==> config.mk <==
export PLATFORM = sky130hd
export DESIGN_NAME = data_mem_arbiter
export DESIGN_NICKNAME = d
export VERILOG_FILES = /design/src/rtl/data_mem_arbiter.sv
export SDC_FILE = /design/constraint.sdc
export NUM_CORES = 1
export LEC_CHECK = 0
export CORE_AREA = 4 4 110 112
export CTS_BUF_LIST = sky130_fd_sc_hd__clkbuf_8
export CTS_CLUSTER_SIZE = 25
export DETAILED_ROUTE_END_ITERATION = 16
export DIE_AREA = 0 0 114 116
export GPL_TIMING_DRIVEN = 0
export PLACE_DENSITY = 0.72
export SYNTH_ARGS = -nofsm -noshare
export SYNTH_HDL_FRONTEND = slang
export SYNTH_SLANG_ARGS = --single-unit
==> constraint.sdc <==
create_clock -name clk -period 2.4 [get_ports clk]
set_input_delay 0.48 -clock clk [delete_from_list [all_inputs] [get_ports clk]]
set_output_delay 0.48 -clock clk [all_outputs]
set_load 0.02 [all_outputs]
==> src/rtl/data_mem_arbiter.sv <==
// Two-port (core / eFPGA fabric) arbiter onto a single-port SRAM with fixed
// one-cycle response latency, round-robin or core-priority with a starvation guard.
module data_mem_arbiter #(
    parameter int unsigned ADDR_W   = 8,
    parameter int unsigned MAX_WAIT = 7
) (
    input  logic              clk,
    input  logic              rst,
    input  logic              prio_mode_i,
    input  logic              core_req_i,
    input  logic              core_we_i,
    input  logic [3:0]        core_be_i,
    input  logic [31:0]       core_addr_i,
    input  logic [31:0]       core_wdata_i,
    output logic              core_gnt_o,
    output logic              core_rvalid_o,
    output logic              core_err_o,
    output logic [31:0]       core_rdata_o,
    input  logic              fab_req_i,
    input  logic              fab_we_i,
    input  logic [3:0]        fab_be_i,
    input  logic [31:0]       fab_addr_i,
    input  logic [31:0]       fab_wdata_i,
    output logic              fab_gnt_o,
    output logic              fab_rvalid_o,
    output logic              fab_err_o,
    output logic [31:0]       fab_rdata_o,
    output logic              sram_csb0_o,
    output logic              sram_web0_o,
    output logic [3:0]        sram_wmask0_o,
    output logic [ADDR_W-1:0] sram_addr0_o,
    output logic [31:0]       sram_din0_o,
    input  logic [31:0]       sram_dout0_i
);

    localparam int unsigned WCW = (MAX_WAIT < 1) ? 1 : $clog2(MAX_WAIT + 1);
    localparam logic [WCW-1:0] WAIT_SAT = WCW'(MAX_WAIT);

    typedef enum logic [1:0] {KIND_RD, KIND_WR, KIND_ERR} kind_t;

    logic           last_owner;
    logic           resp_valid;
    logic           resp_owner;
    kind_t          resp_kind;
    logic [WCW-1:0] wait_cnt;

    logic        fab_wins, gnt_core, gnt_fab, any_gnt;
    logic        sel_we, sel_oor;
    logic [3:0]  sel_be;
    logic [31:0] sel_addr, sel_wdata;

    // Byte-offset bits never reach the word-addressed SRAM.
    logic unused_addr_bits;
    assign unused_addr_bits = ^{core_addr_i[1:0], fab_addr_i[1:0]};

    always_comb begin
        if (prio_mode_i) fab_wins = (wait_cnt == WAIT_SAT);
        else             fab_wins = ~last_owner;
        gnt_fab  = ~rst & fab_req_i & (~core_req_i | fab_wins);
        gnt_core = ~rst & core_req_i & ~gnt_fab;
        any_gnt  = gnt_core | gnt_fab;
    end

    always_comb begin
        sel_we    = gnt_fab ? fab_we_i    : core_we_i;
        sel_be    = gnt_fab ? fab_be_i    : core_be_i;
        sel_addr  = gnt_fab ? fab_addr_i  : core_addr_i;
        sel_wdata = gnt_fab ? fab_wdata_i : core_wdata_i;
        sel_oor   = (sel_addr >> (ADDR_W + 2)) != 32'd0;
    end

    always_ff @(posedge clk or posedge rst) begin
        if (rst) begin
            last_owner <= 1'b1;
            resp_valid <= 1'b0;
            resp_owner <= 1'b0;
            resp_kind  <= KIND_RD;
            wait_cnt   <= '0;
        end else begin
            if (any_gnt) last_owner <= gnt_fab;
            resp_valid <= any_gnt;
            resp_owner <= gnt_fab;
            if (sel_oor)     resp_kind <= KIND_ERR;
            else if (sel_we) resp_kind <= KIND_WR;
            else             resp_kind <= KIND_RD;
            if (!fab_req_i || gnt_fab)  wait_cnt <= '0;
            else if (wait_cnt != WAIT_SAT) wait_cnt <= wait_cnt + 1'b1;
        end
    end

    always_comb begin
        sram_csb0_o   = 1'b1;
        sram_web0_o   = 1'b1;
        sram_wmask0_o = '0;
        sram_addr0_o  = '0;
        sram_din0_o   = '0;
        if (any_gnt && !sel_oor) begin
            sram_csb0_o   = 1'b0;
            sram_web0_o   = ~sel_we;
            sram_wmask0_o = sel_be;
            sram_addr0_o  = sel_addr[ADDR_W+1:2];
            sram_din0_o   = sel_wdata;
        end
    end

    logic [31:0] resp_data;
    logic        resp_err;

    always_comb begin
        resp_data     = (resp_kind == KIND_RD) ? sram_dout0_i : '0;
        resp_err      = (resp_kind == KIND_ERR);
        core_gnt_o    = gnt_core;
        fab_gnt_o     = gnt_fab;
        core_rvalid_o = resp_valid & ~resp_owner;
        fab_rvalid_o  = resp_valid &  resp_owner;
        core_rdata_o  = core_rvalid_o ? resp_data : '0;
        fab_rdata_o   = fab_rvalid_o  ? resp_data : '0;
        core_err_o    = core_rvalid_o & resp_err;
        fab_err_o     = fab_rvalid_o  & resp_err;
    end

endmodule

==> results.cfg <==
[status]
run_status = finished with violations
violations = setup timing

[critical_path]
worst_r2r_endpoint = resp_kind[1]
crit_fanout = 5
worstPathArrival_ns = 2.50
endpoint_kind_of_the_worst_setup_timing_path = primary output
r2r_setup_slack_ns = 0.27
worst_r2r_path_depth = 8
worst_setup_path_start_kind = input port
launch_point_of_the_worst_reg_to_reg_path = wait_cnt[0]
crit_end = sram_addr0_o[0]
setup.worst_path.class = in2out
timing.critical_path.required_ns = 1.92
cp_startpoint = fab_addr_i[17]

[floorplan]
placementRows = 39
die_area_um2 = 13200
die_height_um = 116
fp.coreArea_um2 = 11200
die_x_um = 114
boundaryPins = 291
initial_utilization_pct = 14.7

[logic_synthesis]
synth_commonest_cells = sky130_fd_sc_hd__and2_1, sky130_fd_sc_hd__nand3_1, sky130_fd_sc_hd__o2bb2ai_1
synthDominantAreaCellType = sky130_fd_sc_hd__and2_1
synth-seq-cells = 8
net_count_after_synthesis = 413
synth_top_cells_by_area = sky130_fd_sc_hd__and2_1, sky130_fd_sc_hd__o2bb2ai_1, sky130_fd_sc_hd__nand3_1
yosys.area.top_type_share_pct = 24.3
yosys_warnings = 0
synth_sequential_area_ratio_pct = 12.2
synth.most_common_cell = sky130_fd_sc_hd__and2_1
post_synth_inst_count = 236
proportion_of_synthesized_flip_flops_having_asynchronous_set_or_reset_pct = 100
synthesis.area_um2 = 1650
postSynthAreaPerCell_um2 = 6.98
synth_edf_count = 0
most_used_dff_post_synth = sky130_fd_sc_hd__dfrtp_1
synthDistinctLibCells = 30

[global_routing]
groute.usage.overall_pct = 16.4
grt_antenna_before_repair = 0
grt_max_degree = 11
vias_in_the_first_global_route = 3316
grt_pass1_wl_um = 17300
globalRoute.totalOverflow = 0

[power_and_ir_drop]
p_leak_uw = 0.00282
power-per-cell-area_nw_per_um2 = 119
vdd_drop_max_uv = 171

[timing]
tightestPinTransition_ns = 0.570
timing_max_transition_violations_final = 0
final.setup_skew_ns = 0.00307
final.min_clock_period_ns = 2.98
final.hold.worst_slack_ns = 0.374
setup_total_negative_slack_ns = -24.73
timing.max_slew.rel_slack_pct = 61.9
report.final.setup_viol = 46
finalHoldViolations = 0
fin_ws_ns = -0.582
max_clock_freq_mhz = 335
fin_crit_sh_pct = 124
rsz0062_at_grt = yes

[route]
wl_per_cell_um = 18.2
drt_iter0_markers = 83
antenna_violating_nets_remaining = 0
remaining_drc_errors = 0
routed_wl_um = 12600
route.detailed.vias_per_inst = 4.50
drtPass1Iterations = 4
detailroute.via_count = 3107

[placement]
place.gp.congestion = 0.834
placedInstanceArea_um2 = 4960
io_buffers = 286
dp_hpwl_um = 10100

[run]
maxCapViolations = 0

[layout]
final_net_count = 725
antennaDiodeCount = 0
areaGrowthSynthToFinish_pct = 263
layout-drive-gt1-share_pct = 31.1
filler_cell_count = 1005
final_area_um2 = 5980

[clock_tree]
cts_hold_repair.buffers = 0
worst_skew_pair.late_latency_ns = 0.22
clock_tree.htree_level_count = 1
clock_tree.buffer_depth = 2
numCtsBuffers = 3
cts_tree = yes
path_clk_slew_ns = 0.04
cts_root_buf = sky130_fd_sc_hd__clkbuf_8
tritoncts_num_sinks = 8

[hold_path]
hold_path.class = in2async
## critical path: stages
cell	delay (ns)
sky130_fd_sc_hd__buf_6	0.09
sky130_fd_sc_hd__or4_4	0.51
sky130_fd_sc_hd__or4_4	0.44
sky130_fd_sc_hd__a311oi_4	0.29
sky130_fd_sc_hd__buf_4	0.19
sky130_fd_sc_hd__buf_6	0.12
sky130_fd_sc_hd__buf_12	0.13
sky130_fd_sc_hd__o2bb2ai_4	0.11
sky130_fd_sc_hd__buf_6	0.13
## placed cells by master (no fill, tap or decap), drive strengths merged, types with 8 or more instances in the layout
| cell | Yosys | final |
|---|---|---|
| clkdlybuf4s50 | 0 | 170 |
| nand3 | 44 | 44 |
| buf | 10 | 85 |
| nor4 | 8 | 8 |
| dlygate4sd2 | 0 | 35 |
| dlymetal6s2s | 0 | 29 |
| clkbuf | 16 | 16 |
| and2 | 64 | 64 |
| o2bb2ai | 44 | 44 |
## final cells by class
class / instances / area, um2 / share of cell area, %
tap: 143 / 179 / 2.99
multi-input combinational: 199 / 2090 / 35.0
clock inverter: 1 / 3.75 / 0.0627
clock buffer: 3 / 41.3 / 0.690
sequential: 8 / 201 / 3.37
inverter: 3 / 11.3 / 0.188
buffer: 22 / 220 / 3.68
timing repair buffer: 311 / 3240 / 54.1
## registers in the layout (all words and copies together) (netlist names)
signal	count
wait_cnt	3
resp_owner	1
resp_kind	2
resp_valid	1
last_owner	1
## report_power, final
group,switching (uW),internal [uW],leakage (uW)
registers,4.63,146,0.0000987
clock network,53.1,111,0.0000269
logic,122,275,0.00270
## how the worst min path moves through the flow
stage,startpoint,to,slack [ns]
2_1_floorplan,rst,resp_kind[0],0.30
3_3_place_gp,last_owner,last_owner,0.50
3_5_place_dp,last_owner,last_owner,0.50
4_1_cts,rst,wait_cnt[1],0.39
5_1_grt,rst,wait_cnt[1],0.40
6_report,rst,wait_cnt[1],0.37
## per-layer routing
metal  vias to the layer above  routed length, um  track usage (%)
li1                       1493                  -                -
met1                      1424               4070             15.3
met2                       180               7130             35.1
met3                        10               1240             4.49
met4                         0                119             2.77
met5                         -                  0                0
## what timing repair did
action	in CTS	in global routing
buffers inserted	19	4
setup endpoints to repair	112	73
gates cloned	6	0
pin swaps	12	8
resized for setup	412	71
## cell families (layout without fill, tap and decap cells)
group / Yosys count / in the layout / synth area share [%]
fa+ha+maj: 2 / 2 / 1.52
buf+inv: 29 / 340 / 8.20
flops: 8 / 8 / 12.2
simple gates: 143 / 143 / 49.4
xor+xnor: 1 / 1 / 0.532
compound gates: 51 / 51 / 26.9
mux: 2 / 2 / 1.21
## per-stage QoR
stage	total power [uW]	cells	setup slack (ns)	util [%]
floorplan	201	236	-0.241	-
global placement	515	665	-1.69	44.2
detailed placement	521	665	-1.71	44.2
CTS	706	690	-0.672	50.8
global route	745	690	-0.657	53.3
finish	711	690	-0.582	53.3
Note: power is estimated with default switching activity, not from simulation.
